$ cat src/rtl/riscv_core_div_ctrl_if.sv
// Request/response and divider-core handshake bundle for riscv_core_div_ctrl.
// slave = the divide controller; master = issue logic plus divider core.
interface riscv_core_div_ctrl_if #(
    parameter int unsigned XLEN = 64
);
    logic            i_div_ctrl_valid;
    logic            o_div_ctrl_ready;
    logic [1:0]      i_div_ctrl_op;
    logic            i_div_ctrl_word;
    logic [XLEN-1:0] i_div_ctrl_rs1;
    logic [XLEN-1:0] i_div_ctrl_rs2;
    logic            i_div_ctrl_flush;
    logic            o_div_ctrl_valid;
    logic [XLEN-1:0] o_div_ctrl_result;
    logic            o_div_ctrl_core_en;
    logic [XLEN-1:0] o_div_ctrl_core_dividend;
    logic [XLEN-1:0] o_div_ctrl_core_divisor;
    logic            i_div_ctrl_core_done;
    logic [XLEN-1:0] i_div_ctrl_core_quotient;
    logic [XLEN-1:0] i_div_ctrl_core_remainder;

    modport slave (
        input  i_div_ctrl_valid, i_div_ctrl_op, i_div_ctrl_word,
        input  i_div_ctrl_rs1, i_div_ctrl_rs2, i_div_ctrl_flush,
        input  i_div_ctrl_core_done, i_div_ctrl_core_quotient, i_div_ctrl_core_remainder,
        output o_div_ctrl_ready, o_div_ctrl_valid, o_div_ctrl_result,
        output o_div_ctrl_core_en, o_div_ctrl_core_dividend, o_div_ctrl_core_divisor
    );

    modport master (
        output i_div_ctrl_valid, i_div_ctrl_op, i_div_ctrl_word,
        output i_div_ctrl_rs1, i_div_ctrl_rs2, i_div_ctrl_flush,
        output i_div_ctrl_core_done, i_div_ctrl_core_quotient, i_div_ctrl_core_remainder,
        input  o_div_ctrl_ready, o_div_ctrl_valid, o_div_ctrl_result,
        input  o_div_ctrl_core_en, o_div_ctrl_core_dividend, o_div_ctrl_core_divisor
    );
endinterface

$ cat src/rtl/riscv_core_div_ctrl.sv
// RV64M divide controller: decodes DIV/DIVU/REM/REMU(+W), resolves x/0 and
// signed overflow locally, otherwise drives the unsigned divider core and sign-corrects.
module riscv_core_div_ctrl #(
    parameter int unsigned XLEN = 64
) (
    input  logic                  i_div_ctrl_clk,
    input  logic                  i_div_ctrl_rst,
    riscv_core_div_ctrl_if.slave  bus
);

    typedef enum logic [1:0] {
        IDLE,
        ISSUE,
        WAIT,
        DRAIN
    } state_t;

    state_t          state;
    logic [1:0]      op_r;
    logic            word_r;
    logic            neg_a_r;
    logic            neg_b_r;
    logic            valid_r;
    logic            core_en_r;
    logic [XLEN-1:0] result_r;
    logic [XLEN-1:0] dividend_r;
    logic [XLEN-1:0] divisor_r;

    logic            is_signed;
    logic [XLEN-1:0] op_a;
    logic [XLEN-1:0] op_b;
    logic            neg_a;
    logic            neg_b;
    logic [XLEN-1:0] mag_a;
    logic [XLEN-1:0] mag_b;
    logic [XLEN-1:0] min_neg;
    logic            div_zero;
    logic            overflow;
    logic            special;
    logic [XLEN-1:0] spec_val;
    logic [XLEN-1:0] spec_res;
    logic [XLEN-1:0] core_val;
    logic            neg_res;
    logic [XLEN-1:0] signed_val;
    logic [XLEN-1:0] post_res;
    logic            accept;

    assign bus.o_div_ctrl_ready         = (state == IDLE);
    assign bus.o_div_ctrl_valid         = valid_r;
    assign bus.o_div_ctrl_result        = result_r;
    assign bus.o_div_ctrl_core_en       = core_en_r;
    assign bus.o_div_ctrl_core_dividend = dividend_r;
    assign bus.o_div_ctrl_core_divisor  = divisor_r;

    assign accept = bus.i_div_ctrl_valid & (state == IDLE) & ~bus.i_div_ctrl_flush;

    // Operand preparation and special-case detection for the incoming request.
    always_comb begin
        is_signed = ~bus.i_div_ctrl_op[0];
        if (bus.i_div_ctrl_word) begin
            op_a = {{(XLEN-32){is_signed & bus.i_div_ctrl_rs1[31]}}, bus.i_div_ctrl_rs1[31:0]};
            op_b = {{(XLEN-32){is_signed & bus.i_div_ctrl_rs2[31]}}, bus.i_div_ctrl_rs2[31:0]};
            min_neg = {{(XLEN-31){1'b1}}, 31'b0};
        end else begin
            op_a = bus.i_div_ctrl_rs1;
            op_b = bus.i_div_ctrl_rs2;
            min_neg = {1'b1, {(XLEN-1){1'b0}}};
        end
        neg_a    = is_signed & op_a[XLEN-1];
        neg_b    = is_signed & op_b[XLEN-1];
        mag_a    = neg_a ? -op_a : op_a;
        mag_b    = neg_b ? -op_b : op_b;
        div_zero = (op_b == '0);
        overflow = is_signed & (op_a == min_neg) & (op_b == '1);
        special  = div_zero | overflow;
        if (bus.i_div_ctrl_op[1]) begin
            spec_val = div_zero ? op_a : '0;
        end else begin
            spec_val = div_zero ? '1 : op_a;
        end
        spec_res = bus.i_div_ctrl_word ? {{(XLEN-32){spec_val[31]}}, spec_val[31:0]} : spec_val;
    end

    // Sign correction of the core result for the operation held in flight.
    always_comb begin
        core_val   = op_r[1] ? bus.i_div_ctrl_core_remainder : bus.i_div_ctrl_core_quotient;
        neg_res    = op_r[1] ? neg_a_r : (neg_a_r ^ neg_b_r);
        signed_val = neg_res ? -core_val : core_val;
        post_res   = word_r ? {{(XLEN-32){signed_val[31]}}, signed_val[31:0]} : signed_val;
    end

    always_ff @(posedge i_div_ctrl_clk) begin
        if (i_div_ctrl_rst) begin
            state      <= IDLE;
            op_r       <= '0;
            word_r     <= 1'b0;
            neg_a_r    <= 1'b0;
            neg_b_r    <= 1'b0;
            valid_r    <= 1'b0;
            core_en_r  <= 1'b0;
            result_r   <= '0;
            dividend_r <= '0;
            divisor_r  <= '0;
        end else begin
            valid_r   <= 1'b0;
            core_en_r <= 1'b0;
            case (state)
                IDLE: begin
                    if (accept) begin
                        if (special) begin
                            valid_r  <= 1'b1;
                            result_r <= spec_res;
                        end else begin
                            dividend_r <= mag_a;
                            divisor_r  <= mag_b;
                            neg_a_r    <= neg_a;
                            neg_b_r    <= neg_b;
                            op_r       <= bus.i_div_ctrl_op;
                            word_r     <= bus.i_div_ctrl_word;
                            core_en_r  <= 1'b1;
                            state      <= ISSUE;
                        end
                    end
                end
                ISSUE: begin
                    // The start pulse already went out this cycle, so a flush must drain the core.
                    state <= bus.i_div_ctrl_flush ? DRAIN : WAIT;
                end
                WAIT: begin
                    if (bus.i_div_ctrl_core_done) begin
                        if (!bus.i_div_ctrl_flush) begin
                            result_r <= post_res;
                            valid_r  <= 1'b1;
                        end
                        state <= IDLE;
                    end else if (bus.i_div_ctrl_flush) begin
                        state <= DRAIN;
                    end
                end
                DRAIN: begin
                    if (bus.i_div_ctrl_core_done) begin
                        state <= IDLE;
                    end
                end
                default: state <= IDLE;
            endcase
        end
    end

endmodule
$ cat src/flat_wrapper.sv
// flat-port wrapper written by rule: the top's interface ports become plain ports
module riscv_core_div_ctrl_flat 
#(
    parameter int unsigned XLEN = 64
)
  (i_div_ctrl_clk, i_div_ctrl_rst, bus_i_div_ctrl_valid, bus_i_div_ctrl_op, bus_i_div_ctrl_word, bus_i_div_ctrl_rs1, bus_i_div_ctrl_rs2, bus_i_div_ctrl_flush, bus_i_div_ctrl_core_done, bus_i_div_ctrl_core_quotient, bus_i_div_ctrl_core_remainder, bus_o_div_ctrl_ready, bus_o_div_ctrl_valid, bus_o_div_ctrl_result, bus_o_div_ctrl_core_en, bus_o_div_ctrl_core_dividend, bus_o_div_ctrl_core_divisor);
  riscv_core_div_ctrl_if #(.XLEN(XLEN)) bus_i ();
  input  logic i_div_ctrl_clk;
  input  logic i_div_ctrl_rst;
  input wire logic [$bits(bus_i.i_div_ctrl_valid)-1:0] bus_i_div_ctrl_valid;
  input wire logic [$bits(bus_i.i_div_ctrl_op)-1:0] bus_i_div_ctrl_op;
  input wire logic [$bits(bus_i.i_div_ctrl_word)-1:0] bus_i_div_ctrl_word;
  input wire logic [$bits(bus_i.i_div_ctrl_rs1)-1:0] bus_i_div_ctrl_rs1;
  input wire logic [$bits(bus_i.i_div_ctrl_rs2)-1:0] bus_i_div_ctrl_rs2;
  input wire logic [$bits(bus_i.i_div_ctrl_flush)-1:0] bus_i_div_ctrl_flush;
  input wire logic [$bits(bus_i.i_div_ctrl_core_done)-1:0] bus_i_div_ctrl_core_done;
  input wire logic [$bits(bus_i.i_div_ctrl_core_quotient)-1:0] bus_i_div_ctrl_core_quotient;
  input wire logic [$bits(bus_i.i_div_ctrl_core_remainder)-1:0] bus_i_div_ctrl_core_remainder;
  output wire logic [$bits(bus_i.o_div_ctrl_ready)-1:0] bus_o_div_ctrl_ready;
  output wire logic [$bits(bus_i.o_div_ctrl_valid)-1:0] bus_o_div_ctrl_valid;
  output wire logic [$bits(bus_i.o_div_ctrl_result)-1:0] bus_o_div_ctrl_result;
  output wire logic [$bits(bus_i.o_div_ctrl_core_en)-1:0] bus_o_div_ctrl_core_en;
  output wire logic [$bits(bus_i.o_div_ctrl_core_dividend)-1:0] bus_o_div_ctrl_core_dividend;
  output wire logic [$bits(bus_i.o_div_ctrl_core_divisor)-1:0] bus_o_div_ctrl_core_divisor;
  assign bus_i.i_div_ctrl_valid = bus_i_div_ctrl_valid;
  assign bus_i.i_div_ctrl_op = bus_i_div_ctrl_op;
  assign bus_i.i_div_ctrl_word = bus_i_div_ctrl_word;
  assign bus_i.i_div_ctrl_rs1 = bus_i_div_ctrl_rs1;
  assign bus_i.i_div_ctrl_rs2 = bus_i_div_ctrl_rs2;
  assign bus_i.i_div_ctrl_flush = bus_i_div_ctrl_flush;
  assign bus_i.i_div_ctrl_core_done = bus_i_div_ctrl_core_done;
  assign bus_i.i_div_ctrl_core_quotient = bus_i_div_ctrl_core_quotient;
  assign bus_i.i_div_ctrl_core_remainder = bus_i_div_ctrl_core_remainder;
  assign bus_o_div_ctrl_ready = bus_i.o_div_ctrl_ready;
  assign bus_o_div_ctrl_valid = bus_i.o_div_ctrl_valid;
  assign bus_o_div_ctrl_result = bus_i.o_div_ctrl_result;
  assign bus_o_div_ctrl_core_en = bus_i.o_div_ctrl_core_en;
  assign bus_o_div_ctrl_core_dividend = bus_i.o_div_ctrl_core_dividend;
  assign bus_o_div_ctrl_core_divisor = bus_i.o_div_ctrl_core_divisor;
  riscv_core_div_ctrl #(.XLEN(XLEN)) u_core (.i_div_ctrl_clk(i_div_ctrl_clk), .i_div_ctrl_rst(i_div_ctrl_rst), .bus(bus_i));
endmodule
$ cat config.mk
export PLATFORM = sky130hd
export DESIGN_NAME = riscv_core_div_ctrl_flat
export DESIGN_NICKNAME = d
export VERILOG_FILES = /design/src/rtl/riscv_core_div_ctrl_if.sv /design/src/rtl/riscv_core_div_ctrl.sv /design/src/flat_wrapper.sv
export SDC_FILE = /design/constraint.sdc
export NUM_CORES = 1
export LEC_CHECK = 0
export ABC_AREA = 1
export BUFFER_PORTS_ARGS = -buffer_cell sky130_fd_sc_hd__buf_2
export CORE_MARGIN = 2
export CORE_UTILIZATION = 27
export DETAILED_ROUTE_END_ITERATION = 10
export MAX_ROUTING_LAYER = met4
export PLACE_DENSITY = 0.43
export SYNTH_ARGS = -nofsm -noshare
export SYNTH_HDL_FRONTEND = slang
export SYNTH_SLANG_ARGS = --single-unit
$ cat constraint.sdc
create_clock -name i_div_ctrl_clk -period 3 [get_ports i_div_ctrl_clk]
set_input_delay 0.6 -clock i_div_ctrl_clk [delete_from_list [all_inputs] [get_ports i_div_ctrl_clk]]
set_output_delay 0.6 -clock i_div_ctrl_clk [all_outputs]
set_load 0.005 [all_outputs]
## Yosys cells after proc, flatten, opt, wreduce, memory -nomap -nowiden

Index checks and enable logic that the tools add are counted.

- Memories kept: 0
- Latch bits: 0
- Memory bits (writable): 0
- Memory bits (read-only): 0
- Output and inout port bits: 195
- Flip-flop bits (word level): 201

- Reductions and logical operators: 7
- $mul: 0
- Shift-type cells: 0
- $add $sub $neg: 3
- $lt $le $gt $ge: 0
- Divide/modulo/power cells: 0
- Mux-type cells: 31
- Equality and inequality tests: 12
- Bitwise operators: 15

Operator list:

| operator | count |
|---|---|
| 2-to-1 mux 64 bit | 15 |
| negation 64 bit | 3 |
| case mux 64 bit (2 select lines) | 1 |
| == test 64 bit | 1 |
| == test 64 bit, second input constant | 1 |
| zero test 64 bit | 1 |
| 2-to-1 mux 63 bit | 1 |
| 2-to-1 mux 2 bit | 5 |
| AND 1 bit | 8 |
| inequality test 2 bit, second input constant | 4 |
| case mux 2 bit (4 select lines) | 1 |
| 2-to-1 mux 1 bit | 7 |
| inverter 1 bit | 5 |
| AND reduction 5 bit | 1 |
| == test 2 bit, second input constant | 2 |
| inequality test 2 x 1 -> 1 bit, second input constant | 2 |
| AND reduction 4 bit | 1 |
| inequality test 3 bit, second input constant | 1 |
| AND reduction 3 bit | 1 |
| OR reduction 3 bit | 1 |
| == test 2 x 1 -> 1 bit, second input constant | 1 |
| zero test 2 bit | 1 |
| case mux 1 bit (2 select lines) | 1 |
| nonzero test 2 bit | 1 |
| other kinds (2) | 2 |

## Longest topological paths before layout

Gate-level depths: netlist of run 1.

- Word-level depth: 10
- Gate-level depth with buffers: 20
- Depth with buffers taken out: 18

## Worst setup path after synthesis of run 1

OpenSTA, ideal clock, no wires.

- Kind: input -> register
- From: input bus_i_div_ctrl_rs2[0]
- To: register u_core.dividend_r[58] (netlist: u_core.bus.o_div_ctrl_core_dividend[58])
- Required time: 2.886 ns
- Buffers on the path: 4
- Path slack: 0.299 ns
- Stages: 17
- Data arrival time: 2.587 ns
- Cells stage by stage: inv_1 ha_1 inv_1 nor3_1 nand2_1 nor2_2 nand3_1 nor2_2 nand4_1 nand3b_1 buf_4 inv_2 buf_6 buf_6 buf_6 o211ai_2 inv_1

- Cells in the longest elaborated chain, start to end: 6

RTL lines:

| element | RTL line | text |
|---|---|---|
| start: declaration | flat_wrapper.sv:14 | `input wire logic [$bits(bus_i.i_div_ctrl_rs2)-1:0] bus_i_div_ctrl_rs2;` |
| 2-to-1 mux 64 bit (*) | riscv_core_div_ctrl.sv:60 | `if (bus.i_div_ctrl_word) begin` |
| == test 64 bit | riscv_core_div_ctrl.sv:74 | `overflow = is_signed & (op_a == min_neg) & (op_b == '1);` |
| AND 1 bit | riscv_core_div_ctrl.sv:74 |  |
| bitwise OR 1 bit (*) | riscv_core_div_ctrl.sv:75 | `special = div_zero \| overflow;` |
| inverter 1 bit (no line) (*) | n/a |  |
| AND reduction 3 bit (no line) (*) | n/a |  |
| end signal: assignment | riscv_core_div_ctrl.sv:114 | `dividend_r <= mag_a;` |
| end: declaration | riscv_core_div_ctrl.sv:26 | `logic [XLEN-1:0] dividend_r;` |

Mark *: on every way between the ends. The rest lies on a longest branch, timed or not.
A chain may end at the register's enable or synchronous reset.

## Worst setup path after layout of run 1

- From: register u_core.op_r[1]
- To: register u_core.result_r[57] (netlist: u_core.bus.o_div_ctrl_result[57])

- Cells in the longest elaborated chain, start to end: 7

RTL lines:

| element | RTL line | text |
|---|---|---|
| start: declaration | riscv_core_div_ctrl.sv:19 | `logic [1:0] op_r;` |
| start signal: assignment | riscv_core_div_ctrl.sv:118 | `op_r <= bus.i_div_ctrl_op;` |
| 2-to-1 mux 64 bit | riscv_core_div_ctrl.sv:86 | `core_val = op_r[1] ? bus.i_div_ctrl_core_remainder : bus.i_div_ctrl_core_quotient;` |
| negation 64 bit | riscv_core_div_ctrl.sv:88 | `signed_val = neg_res ? -core_val : core_val;` |
| 2-to-1 mux 64 bit (*) | riscv_core_div_ctrl.sv:88 |  |
| 2-to-1 mux 64 bit (*) | riscv_core_div_ctrl.sv:89 | `post_res = word_r ? {{(XLEN-32){signed_val[31]}}, signed_val[31:0]} : signed_val;` |
| 2-to-1 mux 64 bit (*) | riscv_core_div_ctrl.sv:131 | `if (!bus.i_div_ctrl_flush) begin` |
| 2-to-1 mux 64 bit (*) | riscv_core_div_ctrl.sv:130 | `if (bus.i_div_ctrl_core_done) begin` |
| case mux 64 bit (2 select lines) (*) | riscv_core_div_ctrl.sv:107 | `case (state)` |
| end signal: assignment | riscv_core_div_ctrl.sv:112 | `result_r <= spec_res;` |
| end signal: assignment | riscv_core_div_ctrl.sv:132 | `result_r <= post_res;` |
| end: declaration | riscv_core_div_ctrl.sv:25 | `logic [XLEN-1:0] result_r;` |

Mark *: on every way between the ends. The rest lies on a longest branch, timed or not. The select of a mux whose other input is x is not followed.

==> results of run 1 <==
critical path, stage by stage, from the launching register on:
cell,delay (ps)
dfxtp_4,390
buf_12,170
buf_12,180
buf_4,190
nand2_1,60
o21ai_0,170
nand2_1,170
nor2_1,150
nand2_1,70
nor2_1,140
nand2_1,110
nand2_2,80
nand2_1,70
nand3_1,120
nand2_1,80
inv_2,70
buf_12,170
nand2_1,120
nand2_1,80
a21oi_1,50
final cells by class:
cell class,count,area share (%)
clock buffers,21,2.12
diodes,7,0.0789
inverters,290,4.95
repair buffers,667,19.0
clock inverters,11,0.580
well taps,846,4.77
flip-flops and latches,200,18.0
multi-input cells,2476,50.5
cells in the final DEF, fill, tap and decap left out, drive strengths merged, types with 4 or more instances in the layout:
cell    instances
nand2        1052
buf           667
nor2          417
o21ai         311
inv           293
a21oi         225
nand3         215
dfxtp         200
xor2           68
nor3           43
nand4          38
a31oi          24
clkbuf         21
nand3b         18
o211ai         12
or2            10
xnor2           8
diode           7
o31ai           6
clkinv          6
nor4            5
a22oi           5
ha              4
registers in the layout (all words and copies together), names as in the netlist, 2 cells and up:
signal	count
u_core.bus.o_div_ctrl_core_dividend	64
u_core.bus.o_div_ctrl_core_divisor	64
u_core.bus.o_div_ctrl_result	64
u_core.state	2
metal layers:
layer	GRT usage [%]	vias to the layer above	part of all wire (%)
met5	-	-	0
met4	9.39	0	3.1
met3	4.12	93	5.8
met2	42.4	676	47
met1	32.5	9512	44
li1	-	11100	-
power groups by stage:
stage / Combinational, uW / Clock [uW] / Sequential, uW
after floorplan: 2600 / 0 / 3240
after global placement: 4610 / 0 / 3290
after detailed placement: 4590 / 0 / 3270
after CTS: 4620 / 2600 / 3210
after global routing: 5150 / 2660 / 3250
final: 4610 / 2500 / 3210
through the flow:
| step | power, uW | util [%] | cell area (um^2) |
|---|---|---|---|
| 2_1_floorplan | 5840 | - | 17100 |
| 3_3_place_gp | 7890 | 34.3 | 21600 |
| 3_5_place_dp | 7860 | 34.3 | 21600 |
| 4_1_cts | 10400 | 35.3 | 22200 |
| 5_1_grt | 11100 | 35.3 | 22200 |
| 6_report | 10300 | 35.3 | 22200 |
cell families (layout without fill, tap and decap cells):
| logic type | after synthesis | count (layout) | synth area share (%) |
|---|---|---|---|
| adder cells (fa/ha/maj) | 4 | 4 | 0.293 |
| AO/OA/AOI/OAI | 595 | 595 | 18.3 |
| buffers and inverters | 456 | 989 | 11.2 |
| AND/OR/NAND/NOR | 1801 | 1801 | 42.9 |
| flip-flops | 200 | 200 | 23.4 |
| other | 0 | 7 | 0 |
| XOR/XNOR | 76 | 76 | 3.89 |
path summary, 6_finish.rpt:
check / startpoint / to / slack [ps] / cells after the start
setup / recovery: u_core.op_r[1] / u_core.bus.o_div_ctrl_result[57] / 230 / 19
hold / removal: bus_i_div_ctrl_rs1[23] / u_core.bus.o_div_ctrl_core_dividend[23] / 400 / 3
setup reg to reg: u_core.op_r[1] / u_core.bus.o_div_ctrl_result[57] / 230 / 19
hold reg to reg: u_core.bus.o_div_ctrl_result[37] / u_core.bus.o_div_ctrl_result[37] / 470 / 2
==> metrics.csv, run 1 <==
metric,value,unit
status,"finished, final reports clean",
skew final,15.3,ps
Yosys reg bits,200,
HPWL Detailed,69200,um
max_slew headroom,37.9,%
area of the multi-input gates,11200,um^2
Synth area leader,dfxtp_1,
Total GRT Usage,26.0,%
final WL,84800,um
Fin. Hold Viols,0,
worst slack at placement,-212,ps
Synth Instances,3132,
1st-iter DRT viols,1577,
post-cts gate resize count,0,
worst endpoint data arrival time,3150,ps
YS warnings,0,
Comb power frac,44.7,%
# port buffers,458,
main area contributors after synthesis,"dfxtp_1, nand2_1, nor2_1, o21ai_0, a21oi_1",
Final setup viols,0,
Placed Cells,4479,
top_reg_cell synth,dfxtp_1,
CTS hold repair buffers,0,
CTS tree,built,
fillers,7289,
Synth cell types,45,
register area,4010,um^2
postcts setup bufs,0,
CP Capture Type,flop,
fin worst setup slack,226,ps
via count,21400,
leakage,0.0113,uW
Seq pwr share,31.1,%
first-pass GRT wire length,126000,um
site row count,92,
P&R area growth vs syn,29.8,%
VDD IR max,328,uV
crit-path max FO,30,
latest clock arrival within the worst-skew pair,500,ps
min Tclk post-route,2770,ps
Core ar.,62900,um^2
"Slew Viols, Final",0,
Synth top area share,23.4,%
Pwr Density,465,nW/um^2
die area,65400,um^2
Synth Cell Area,17100,um^2
clk slew on worst S/H paths,80,ps
synthesized area per cell,5.46,um^2
"count leader, synth",nand2_1,
RD Place Congestion,0.962,
Routed wire per std cell,18.8,um
global route overflow,0,
net count after synthesis,3400,
Sw Ratio,42.8,%
CTS root buffer,clkbuf_16,
setup TNS,0,ps
vias per cell,4.74,
Hold Slack,404,ps
Crit Path Class,flop to flop,
Max Cap Viol,0,
Crit path required time,3370,ps
final cell count without fillers,4518,
Slew @ Worst Pin,921,ps
Num Clock Sinks,200,
startpoint types,flop,
pin count of the biggest net entering global routing,75,
Commonest cells post-synth,"nand2_1, nor2_1, o21ai_0",
share of cells above drive strength 1,20.2,%
Clock H-tree levels,4,
cell-internal power,5900,uW
num ports,459,
ys async rst share,0,%
clock share of power,24.2,%
post-route ant nets,0,
RSZ-0062 raised after global routing,no,
DRC violations left,0,
number of synthesized flops with an enable pin,0,
vias in the first global route,20500,
period utilization,92.5,%
sequential share of the synthesized area,23.4,%
initial core utilization,27.2,%
Fmax,361,MHz
hold crit path type,primary input to flop,
total CTS buffers,17,
1st-pass router iterations,6,
maximum clock path buffer count,2,
initial antenna violation count,9,
fin nets,3920,
Psw,4420,uW
chip width,256,um
DIE HEIGHT,256,um
(Power assumes the default switching activity.)
==> run 2, diff against run 1 <==
- CTS_BUF_LIST: unset -> sky130_fd_sc_hd__clkbuf_4 sky130_fd_sc_hd__clkbuf_8
==> metrics.csv, run 2 (synthesis results as in run 1) <==
metric,value,unit,change
site row count,92,,unchanged
RR Endpoint,u_core.bus.o_div_ctrl_result[54],,
min Tclk post-route,2800,ps,+25.7 ps
startpoint types,flop,,
Util after Layout,35.0,%,-0.29 points
DIE HEIGHT,256,um,unchanged
CTS root buffer,clkbuf_8,,
Hold Crit Endpoint,u_core.bus.o_div_ctrl_core_dividend[23],,
Total GRT Usage,26.0,%,about the same
Routed wire per std cell,18.8,um,about the same
CP top delay family,simple AND/OR/NAND/NOR gates,,
Clock H-tree levels,4,,unchanged
CP Capture Type,flop,,
sequence of cells on the critical path,buf_12 -> buf_12 -> buf_4 -> nand2_1 -> o21ai_0 -> buf_4 -> nand2_1 -> nor2_2 -> nand2_1 -> nor2_1 -> nor2_1 -> nor2_1 -> nand2_1 -> nand2_1 -> nand3_1 -> nand2_1 -> nand2_1 -> a21oi_1,,
leakage,0.0112,uW,-0.75%
maximum clock path buffer count,2,,unchanged
Max Cap Viol,0,,unchanged
setup TNS,0,ps,unchanged
Slew @ Worst Pin,967,ps,+45.9 ps
"Slew Viols, Final",0,,unchanged
crit-path max FO,30,,unchanged
share of cells above drive strength 1,20.3,%,+0.082 points
RSZ-0062 raised after global routing,no,,
Core ar.,62900,um^2,unchanged
pin count of the biggest net entering global routing,75,,unchanged
status,"finished, final reports clean",,
latest clock arrival within the worst-skew pair,590,ps,+90 ps
reg2reg setup slack,200,ps,-30 ps
global route overflow,0,,unchanged
vias per cell,4.73,,-0.15%
Worst path max stage delay,400,ps,about the same
CTS tree,built,,
clk slew on worst S/H paths,120,ps,+40 ps
slowest cell on the critical path,dfxtp_4,,
Fin. Hold Viols,0,,unchanged
CP most frequent cell,nand2_1,,
max_slew headroom,34.8,%,-3.1 points
die area,65400,um^2,unchanged
Pwr Density,444,nW/um^2,-4.5%
Num Clock Sinks,200,,unchanged
area of the multi-input gates,11200,um^2,about the same
1st-iter DRT viols,1632,,+3.5%
fillers,7319,,+0.41%
via count,21400,,-0.17%
Crit path required time,3500,ps,+130 ps
"commonest non-fill, non-tap cell in the layout",nand2_1,,
R2R depth,18,,-1
P&R area growth vs syn,28.7,%,
HPWL Detailed,69200,um,unchanged
hold crit path type,primary input to flop,,
Hold Crit Start,bus_i_div_ctrl_rs1[23],,
initial core utilization,27.2,%,unchanged
chip width,256,um,unchanged
post-route ant nets,0,,unchanged
DRC violations left,0,,unchanged
final WL,84800,um,about the same
Crit Path Class,flop to flop,,
total CTS buffers,17,,unchanged
Buffers & Inverters on Critical Path,4,,-1
vias in the first global route,20500,,+0.073%
initial antenna violation count,9,,unchanged
worst endpoint data arrival time,3300,ps,+150 ps
Pwr Total,9780,uW,-5.3%
Fmax,357,MHz,-0.92%
fin nets,3920,,unchanged
skew final,25.1,ps,+9.72 ps
Final setup viols,0,,unchanged
1st-pass router iterations,5,,-1
post-cts gate resize count,0,,unchanged
CTS hold repair buffers,0,,unchanged
RD Place Congestion,0.962,,unchanged
period utilization,93.3,%,+0.86 points
num ports,459,,unchanged
worst flop-to-flop path startpoint,u_core.op_r[1],,
# port buffers,458,,unchanged
first-pass GRT wire length,126000,um,about the same
register area,4010,um^2,unchanged
VDD IR max,235,uV,-28%
most frequent cells in the layout,"nand2_1, buf_2, nor2_1, o21ai_0, inv_1",,
hold path depth,3,,unchanged
postcts setup bufs,0,,unchanged
## run 2: changes by cell type in the layout (fill, tap and decap cells not counted)
cell       before  now
clkbuf_16      17    0
nor2_2          8   10
clkbuf_4        0    1
clkbuf_1        1    0
clkbuf_8        3   20
diode_2         7    6
nor2_1        406  404
## run 2: through the flow
stage / instance area [um^2] / instances / hold WS, ps / setup slack (ps)
2_1_floorplan: 17100 / 3132 / 439 / 299
6_report: 22000 / 4517 / 316 / 200
3_5_place_dp: 21600 / 4479 / 452 / -212
5_1_grt: 22000 / 4516 / 284 / 0.284
4_1_cts: 22000 / 4511 / 219 / 186
3_3_place_gp: 21600 / 4479 / 452 / -226
## run 2: routing by layer
layer  wire, um  part of all wire (%)  GRT usage, %  vias up
met1      37900                    45          32.4     9501
met3       4620                   5.4          4.26       94
met4       2560                   3.0          9.29        0
met5          0                     0             -        -
met2      39700                    47          42.4      665
li1           -                     -             -    11100
## run 2: worst reg2reg max path, delay by kind of cell (launching register included)
family                 cells  cell delay [ps]
AO/OA/AOI/OAI              2              310
flip-flops                 1              400
buffers and inverters      4              770
AND/OR/NAND/NOR           12             1240
## run 2: layout make-up
| type | count | share of cell area (%) |
|---|---|---|
| multi-input cells | 2476 | 50.9 |
| repair buffers | 667 | 19.1 |
| flip-flops and latches | 200 | 18.2 |
| inverters | 290 | 4.99 |
| well taps | 846 | 4.81 |
| clock buffers | 21 | 1.28 |
| clock inverters | 11 | 0.585 |
| diodes | 6 | 0.0682 |
## run 2: report_power, final
part	switching [uW]	leakage, uW	total (uW)	internal, uW
sequential	216	0.00164	3210	3000
clock	1190	0.000208	1950	762
combinational	2950	0.00935	4610	1660
## run 2: worst max-delay path by stage
stage | start | endpoint | slack [ps] | depth (start not counted)
after global placement | bus_i_div_ctrl_word | u_core.bus.o_div_ctrl_core_dividend[40] | -230 | 17
final | u_core.op_r[1] | u_core.bus.o_div_ctrl_result[54] | 200 | 18
after detailed placement | bus_i_div_ctrl_word | u_core.bus.o_div_ctrl_core_dividend[51] | -210 | 17
after global routing | u_core.op_r[1] | u_core.bus.o_div_ctrl_result[54] | 0.3 | 18
after CTS | u_core.op_r[1] | u_core.bus.o_div_ctrl_result[54] | 190 | 17
after floorplan | bus_i_div_ctrl_rs2[0] | u_core.bus.o_div_ctrl_core_dividend[58] | 300 | 17
